**src/rtl/lock_ctrl.sv**
```systemverilog
// Code-lock password controller: collects 4-digit entries from the debounced keypad,
// verifies them against a stored code, and handles unlock, lockout and code change.
module lock_ctrl #(
  parameter logic [15:0] DEFAULT_CODE  = 16'h1234,
  parameter int unsigned UNLOCK_TIME   = 5000,
  parameter int unsigned ENTRY_TIMEOUT = 10000,
  parameter int unsigned MAX_FAIL      = 3,
  parameter int unsigned LOCKOUT_TIME  = 50000
) (
  input  logic        clk,
  input  logic        rst,
  input  logic [3:0]  key_value,
  input  logic        key_sured,
  output logic        unlock,
  output logic        alarm,
  output logic        err_pulse,
  output logic        saved_pulse,
  output logic [2:0]  digit_cnt,
  output logic [15:0] entry_buf,
  output logic [1:0]  fail_cnt
);

  typedef enum logic [2:0] {S_LOCKED, S_CHECK, S_OPEN, S_NEW_PW, S_LOCKOUT} state_t;

  localparam logic [19:0] LP_UNLOCK_END  = 20'(UNLOCK_TIME - 1);
  localparam logic [19:0] LP_ENTRY_END   = 20'(ENTRY_TIMEOUT - 1);
  localparam logic [19:0] LP_LOCKOUT_END = 20'(LOCKOUT_TIME - 1);
  localparam logic [2:0]  LP_MAX_FAIL    = 3'(MAX_FAIL);

  state_t      r_state, w_state_nxt;
  logic        r_key_q;
  logic [19:0] r_timer;
  logic [15:0] r_entry, r_code;
  logic [2:0]  r_digit_cnt;
  logic [1:0]  r_fail_cnt;
  logic        r_saved;

  logic w_key_evt, w_is_digit, w_is_enter, w_is_clear, w_is_change;
  logic w_match, w_state_chg, w_evt_live, w_entry_tmo, w_full, w_last_fail;

  assign w_key_evt   = key_sured & ~r_key_q;
  assign w_is_digit  = (key_value < 4'd10);
  assign w_is_enter  = (key_value == 4'd10);
  assign w_is_clear  = (key_value == 4'd11);
  assign w_is_change = (key_value == 4'd12);
  assign w_full      = (r_digit_cnt == 3'd4);
  assign w_match     = (r_entry == r_code);
  assign w_last_fail = ((3'(r_fail_cnt) + 3'd1) == LP_MAX_FAIL);
  assign w_state_chg = (w_state_nxt != r_state);
  // Events only matter (and only restart the timer) in the key-accepting states.
  assign w_evt_live  = w_key_evt &&
                       (r_state == S_LOCKED || r_state == S_OPEN || r_state == S_NEW_PW);
  assign w_entry_tmo = (r_state == S_LOCKED) && (r_digit_cnt != 3'd0) &&
                       !w_key_evt && (r_timer == LP_ENTRY_END);

  always_ff @(posedge clk or posedge rst) begin
    if (rst) r_state <= S_LOCKED;
    else     r_state <= w_state_nxt;
  end

  always_comb begin
    w_state_nxt = r_state;
    case (r_state)
      S_LOCKED:  if (w_key_evt && w_is_enter && w_full) w_state_nxt = S_CHECK;
      S_CHECK:   if (w_match)          w_state_nxt = S_OPEN;
                 else if (w_last_fail) w_state_nxt = S_LOCKOUT;
                 else                  w_state_nxt = S_LOCKED;
      S_OPEN:    if (w_key_evt && w_is_enter)       w_state_nxt = S_LOCKED;
                 else if (w_key_evt && w_is_change) w_state_nxt = S_NEW_PW;
                 else if (!w_key_evt && r_timer == LP_UNLOCK_END) w_state_nxt = S_LOCKED;
      S_NEW_PW:  if (w_key_evt && w_is_enter && w_full) w_state_nxt = S_LOCKED;
                 else if (!w_key_evt && r_timer == LP_ENTRY_END) w_state_nxt = S_LOCKED;
      S_LOCKOUT: if (r_timer == LP_LOCKOUT_END) w_state_nxt = S_LOCKED;
      default:   w_state_nxt = S_LOCKED;
    endcase
  end

  always_ff @(posedge clk or posedge rst) begin
    if (rst) begin
      r_key_q     <= 1'b0;
      r_timer     <= '0;
      r_entry     <= '0;
      r_digit_cnt <= '0;
      r_fail_cnt  <= '0;
      r_code      <= DEFAULT_CODE;
      r_saved     <= 1'b0;
    end else begin
      r_key_q <= key_sured;
      r_saved <= 1'b0;

      if (w_state_chg || w_evt_live || w_entry_tmo ||
          (r_state == S_LOCKED && r_digit_cnt == 3'd0))
        r_timer <= '0;
      else
        r_timer <= r_timer + 20'd1;

      // Entry survives only the LOCKED->CHECK hop; every other transition discards it.
      if (w_state_chg && w_state_nxt != S_CHECK) begin
        r_entry     <= '0;
        r_digit_cnt <= '0;
      end else if (w_evt_live && r_state != S_OPEN) begin
        if (w_is_digit && !w_full) begin
          r_entry     <= {r_entry[11:0], key_value};
          r_digit_cnt <= r_digit_cnt + 3'd1;
        end else if (w_is_clear) begin
          r_entry     <= '0;
          r_digit_cnt <= '0;
        end
      end else if (w_entry_tmo) begin
        r_entry     <= '0;
        r_digit_cnt <= '0;
      end

      if (r_state == S_CHECK)
        r_fail_cnt <= w_match ? 2'd0 : r_fail_cnt + 2'd1;
      else if (r_state == S_LOCKOUT && w_state_chg)
        r_fail_cnt <= '0;

      if (r_state == S_NEW_PW && w_key_evt && w_is_enter && w_full) begin
        r_code  <= r_entry;
        r_saved <= 1'b1;
      end
    end
  end

  always_comb begin
    unlock    = 1'b0;
    alarm     = 1'b0;
    err_pulse = 1'b0;
    case (r_state)
      S_OPEN, S_NEW_PW: unlock    = 1'b1;
      S_LOCKOUT:        alarm     = 1'b1;
      S_CHECK:          err_pulse = !w_match;
      default:          ;
    endcase
  end

  assign saved_pulse = r_saved;
  assign digit_cnt   = r_digit_cnt;
  assign entry_buf   = r_entry;
  assign fail_cnt    = r_fail_cnt;

endmodule

```
**config.mk**
```make
export PLATFORM = sky130hd
export DESIGN_NAME = lock_ctrl
export DESIGN_NICKNAME = d
export VERILOG_FILES = /design/src/rtl/lock_ctrl.sv
export SDC_FILE = /design/constraint.sdc
export NUM_CORES = 1
export LEC_CHECK = 0
export BUFFER_PORTS_ARGS = -buffer_cell sky130_fd_sc_hd__buf_2
export CORE_MARGIN = 4
export CORE_UTILIZATION = 55
export DETAILED_ROUTE_END_ITERATION = 7
export PLACE_DENSITY = 0.83
export SLEW_MARGIN = 20
export SYNTH_ARGS = -nofsm -noshare
export SYNTH_HDL_FRONTEND = slang
export SYNTH_SLANG_ARGS = --single-unit
```
**constraint.sdc**
```tcl
create_clock -name clk -period 5.2 [get_ports clk]
set_input_delay 0.26 -clock clk [delete_from_list [all_inputs] [get_ports clk]]
set_output_delay 0.26 -clock clk [all_outputs]
set_load 0.1 [all_outputs]
```
# Word-level counts from Yosys, hierarchy flattened
# Index checks and enable logic that the tools add are counted.
[word_totals] ff_bits=62 latchBits=0 mem_bits_rw=0 romBits=0 in_bits=7 output_inout_bits=25 word_cells=92 n_memories=0
[op_classes] add_sub_neg=4 mul=0 n_div=0 n_lt_le_gt_ge=1 eq_ne=17 shift=0 muxes=28 n_bitwise=2 n_reduce_logical=32
[op_table] operator="two-way mux 16 bit" n=5
[op_table] operator="two-way mux 3 bit" n=14
[op_table] operator="adder 20 x 1 -> 20 bit (second input constant)" n=1
[op_table] operator="equality test 20 x 13 -> 1 bit (second input constant)" n=1
[op_table] operator="equality test 20 x 14 -> 1 bit (second input constant)" n=1
[op_table] operator="equality test 20 x 16 -> 1 bit (second input constant)" n=1
[op_table] operator="two-way mux 20 bit" n=1
[op_table] operator="logical AND 1 bit" n=17
[op_table] operator="equality test 16 bit" n=1
[op_table] operator="case mux 3 bit (5 select lines)" n=1
[op_table] operator="equality test 4 bit (second input constant)" n=3
[op_table] operator="equality test 3 x 2 -> 1 bit (second input constant)" n=3
[op_table] operator="equality test 3 bit (second input constant)" n=2
[op_table] operator="logical NOT 3 bit" n=2
[op_table] operator="two-way mux 2 bit" n=3
[op_table] operator="nonzero test 3 bit" n=2
[op_table] operator="logical OR 1 bit" n=5
[op_table] operator="< comparator 4 bit (second input constant)" n=1
[op_table] operator="two-way mux 1 bit" n=4
[op_table] operator="inequality test 4 x 3 -> 1 bit (second input constant)" n=1
[op_table] operator="adder 2 x 1 -> 3 bit (second input constant)" n=1
[op_table] operator="adder 3 x 1 -> 3 bit (second input constant)" n=1
[op_table] operator="equality test 3 x 1 -> 1 bit (second input constant)" n=1
[op_table] operator="logical NOT 1 bit" n=3
[op_table] operator="other kinds (9)" n=9

# Longest topological paths before layout
[logic_depth] ltp_word=13 ltp_mapped=9 depth_no_buf=8

# Worst setup path before layout
# No wires, ideal clock.
[synth_timing] kind="register to register" start="register r_state[2]" end="register r_code[0]" setup_time_ps=126 arrival_time_ps=3287 required_time_ps=5074 slack_ps=1787 path_stages_with_launch=7 path_buffers=2 period_less_slack_ps=3413 cell_sequence="dfrtp_1 > clkbuf_1 > nor2b_1 > nand2_1 > nor2_1 > buf_2 > mux2_2"
[synth_between] elab_chain_len=4
[synth_lines] element="start: declaration" line="30" rtl="state_t r_state, w_state_nxt;"
[synth_lines] element="start signal: assignment" line="58" rtl="else r_state <= w_state_nxt;"
[synth_lines] element="equality test 3 x 2 -> 1 bit" line="119" rtl="if (r_state == S_NEW_PW && w_key_evt && w_is_enter && w_full) begin"
[synth_lines] element="logical AND 1 bit (3 in a row)" line="119"
[synth_lines] element="end signal: assignment" line="120" rtl="r_code <= r_entry;"
[synth_lines] element="end: declaration" line="33" rtl="logic [15:0] r_entry, r_code;"
# No other way between the ends.
# A chain may end at the register's enable or synchronous reset.

# Final worst setup path
[layout_timing] start="register r_code[2]" end="register r_entry[10] (netlist: entry_buf[10])"
[layout_between] elab_chain_len=7 word_cells_on_any_way=10 classes_between="eq/ne: 4; mux: 3; reduce/logical: 3"
[layout_lines] element="equality test 16 bit *" line="47" rtl="assign w_match = (r_entry == r_code);"
[layout_lines] element="two-way mux 3 bit *" line="65" rtl="S_CHECK: if (w_match) w_state_nxt = S_OPEN;"
[layout_lines] element="case mux 3 bit (5 select lines) *" line="63" rtl="case (r_state)"
[layout_lines] element="inequality test 3 bit / inequality test 3 x 1 -> 1 bit (equally long branches)" line="49, 98"
[layout_lines] element="logical AND 1 bit *" line="98" rtl="if (w_state_chg && w_state_nxt != S_CHECK) begin"
[layout_lines] element="inequality test 4 x 3 -> 1 bit (no source line) / nonzero test 3 bit (equally long branches)"
[layout_lines] element="AND reduction 2 bit (no source line)"
[layout_lines] element="end signal: assignment" line="103" rtl="r_entry <= {r_entry[11:0], key_value};"
[layout_lines] element="end: declaration" line="33"
# Mark *: on every way between the ends. The rest lies on a longest branch, timed or not.

==> metrics.md <==
| Metric | Value |
|---|---|
| Status | `complete, no violations` |
| Ys async rst share | `100.0%` |
| Tmin final | `2.661 ns` |
| Hold Startpoint | `key_sured` |
| Clk sink count | `62` |
| Final Cycle Share | `51.16%` |
| Syn Nets | `317` |
| Hold Crit Class | `input port to flip-flop` |
| Port bufs | `31` |
| Worst path bufs/invs | `1` |
| Worst skew pair latency | `0.34 ns` |
| Worst Path Required | `5.36 ns` |
| DRT antenna net count | `0` |
| RSZ-0062 raised after global routing | `false` |
| Met3 Track Usage GR | `3.592%` |
| Startpoint Class | `flip-flop` |
| Core ar. | `5642 um2` |
| Max stage delay on crit path | `0.61 ns` |
| Vias/cell | `6.167` |
| Syn. warnings | `0` |
| Worst-path fanout max | `28` |
| Clock transition at path regs | `0.07 ns` |
| CTS buffer count | `9` |
| Post-CTS Resized | `0` |
| Mapped Area | `3282 um2` |
| Critical Path Slowest Stage Cell | `nor4_2` |
| First-pass GRT wire length | `12.10 mm` |
| Peak VDD IR | `0.3134 mV` |
| Cts hold-fix bufs | `0` |
| Setup crit start | `r_code[2]` |
| Setup Skew | `0.01024 ns` |
| Total global routing track utilization | `20.94%` |
| Final Slew Violations | `0` |
| Slew @ Worst Pin | `0.9692 ns` |
| # H-tree levels | `3` |
| Mean Syn Cell Area | `10.73 um2` |
| Final total power | `1.529 mW` |
| Post-CTS setup buffers | `0` |
| Pwr Density | `416.0 nW/um2` |
| Nets@finish | `346` |
| Layout filler cell count | `443` |
| Die area | `7267 um2` |
| Ys flop type | `dfrtp_1` |
| Number of diodes | `0` |
| Post-synthesis cell count | `306` |
| Ports | `32` |
| Final hold viol count | `0` |
| WS Path Type | `flip-flop to flip-flop` |
| Crit path cell chain | `xnor2_1, nand4_1, nor4_2, a21oi_1, o211ai_4, buf_16, a21oi_1` |
| CTS tree | `done` |
| Number of flops mapped to enable cells by yosys | `0` |
| Wire length per cell | `17.53 um` |
| Maximum clock path buffer count | `2` |
| WL final | `7.222 mm` |
| Root Buffer | `clkbuf_8` |
| Die Y | `85.25 um` |
| Initial DRC Count | `120` |
| CP top delay family | `compound AO/OA/AOI/OAI gates` |
| Largest net degree at the start of global routing | `63` |
| Met1 global-route usage | `28.20%` |
| Number of global-route vias before repair | `2499` |
| Sequential fraction of the synthesis area | `47.46%` |
| Worst slew margin | `35.39%` |
| FF+latch count, synth | `62` |
| Router iterations before antenna repair | `7` |
| Initial Utilization | `58.17%` |
| Netlist cell types | `47` |
| Drt drc | `0` |
| Share of cells above drive strength 1 | `26.18%` |
| Row cnt | `27` |
| Gpl congestion | `0.8359` |
| Area Growth Syn to Fin | `12.01%` |
| Post-DP HPWL | `4.864 mm` |
| Via count | `2541` |
| Global route overflow | `0` |
| # setup viols final | `0` |
| Leak | `1.598 nW` |
| Multi-input logic area | `1585 um2` |
| Top cell by count, worst path | `a21oi_1` |
| CP endpoint kind | `flip-flop` |
| Register cell area after layout | `1558 um2` |
| CP arrival | `2.82 ns` |
| Initial antenna violation count | `0` |
| Routing usage on met2 | `32.06%` |
| Setup_tns | `0 ns` |
| Die X | `85.25 um` |
| Grt peak-use layer | `met2` |
| Critical R2R Launch | `r_code[2]` |
| Max_cap viols | `0` |
| Fmax achieved | `375.9 MHz` |
==> cell type report <==
class / count / area share [%]
Clock buffer: 11 / 4.118
Clock inverter: 5 / 1.532
Inverter: 10 / 1.021
Multi-Input combinational cell: 218 / 43.12
Sequential cell: 62 / 42.38
Tap cell: 72 / 2.451
Timing Repair Buffer: 34 / 5.378
==> through the flow <==
step	setup WS, ns	cell area [um2]	hold WS [ns]	util, %	instances
after global placement	2.318	3441	0.4116	60.99	395
final	2.539	3676	0.07094	65.16	412
after global routing	2.367	3676	0.06214	65.16	412
after floorplan	1.787	3282	0.2914	-	306
after CTS	2.147	3649	0.05889	64.67	411
after detailed placement	2.223	3441	0.4166	60.99	395
==> synthesized netlist by cell type (all sizes together) (2+ instances only) <==
library cell | count | area, um2
dfrtp | 57 | 1426
nor3 | 27 | 135.1
xnor2 | 24 | 210.2
a21oi | 21 | 135.1
a22oi | 18 | 135.1
mux2 | 16 | 180.2
nor2 | 15 | 56.30
nand2 | 13 | 48.80
nand3 | 13 | 65.06
inv | 10 | 37.54
nand4 | 10 | 68.81
xor2 | 10 | 87.58
buf | 9 | 75.06
clkbuf | 7 | 26.28
nor2b | 6 | 37.54
dfstp | 5 | 131.4
and3 | 4 | 25.02
ha | 4 | 50.05
nor4 | 4 | 46.29
o21ai | 4 | 20.02
nand2b | 3 | 18.77
o22ai | 3 | 25.02
a221oi | 2 | 17.52
a2bb2oi | 2 | 23.77
a31oi | 2 | 12.51
and2 | 2 | 12.51
and4bb | 2 | 25.02
mux2i | 2 | 20.02
nand3b | 2 | 15.01
o41ai | 2 | 36.29
==> worst reg2reg max path, stage by stage, from the launching register on <==
cell	delay [ns]
dfstp_2	0.54
xnor2_1	0.13
nand4_1	0.13
nor4_2	0.61
a21oi_1	0.22
o211ai_4	0.49
buf_16	0.25
a21oi_1	0.12
==> worst paths after layout <==
path                                 end  slack (ns)  cells past startpoint
max                        entry_buf[10]        2.54                      7
min                              r_key_q        0.07                      1
max reg2reg                entry_buf[10]        2.54                      7
min reg2reg                   r_timer[0]        0.47                      1
max in group asynchronous    r_timer[10]        4.57                      3
min in group asynchronous   entry_buf[6]        0.12                      3
==> power by group <==
group | switching [mW] | internal [mW] | total [mW]
combinational | 0.403 | 0.137 | 0.540
sequential | 0.0417 | 0.510 | 0.552
clock | 0.190 | 0.247 | 0.437
==> layer usage <==
metal / up-vias / wire length [um] / share of wire (%)
li1: 1165 / - / -
met1: 1255 / 3223 / 45
met5: - / 0 / 0
met3: 20 / 345 / 4.8
met4: 0 / 236 / 3.3
met2: 101 / 3417 / 47
==> flip-flops by register name, indices dropped and copies added, names as in the netlist <==
name / cells
digit_cnt: 3
entry_buf: 16
fail_cnt: 2
r_code: 16
r_key_q: 1
r_state: 3
r_timer: 20
saved_pulse: 1
==> placed cells by master, fill, tap and decap left out, types with 2 or more instances in the layout <==
cell	instances
dfstp_2	5
xnor2_1	24
nand3_1	13
and2_1	2
buf_4	2
a221oi_1	2
mux2_2	16
nor2b_1	6
nand2_1	13
buf_2	31
clkinv_2	2
a21oi_1	13
o22ai_1	2
a21oi_2	8
nand2b_1	3
clkbuf_8	11
nand4_1	9
and3_1	4
a22oi_1	18
nor4_1	2
nor3_1	27
nor2_1	15
inv_1	9
o21ai_0	4
a31oi_1	2
nand3b_1	2
ha_1	4
mux2i_1	2
xor2_1	10
dfrtp_1	57
==> cell families (layout without fill, tap and decap cells) <==
logic type / count (synthesis) / after routing / synth area share (%)
and+or+nand+nor: 103 / 103 / 17.35
muxes: 18 / 18 / 6.100
AOI/OAI and AO/OA: 59 / 59 / 14.26
adders and majority gates: 4 / 4 / 1.525
buffers and inverters: 26 / 60 / 4.232
xor gates and xnor gates: 34 / 34 / 9.073
DFF: 62 / 62 / 47.46
(Power assumes the default switching activity.)
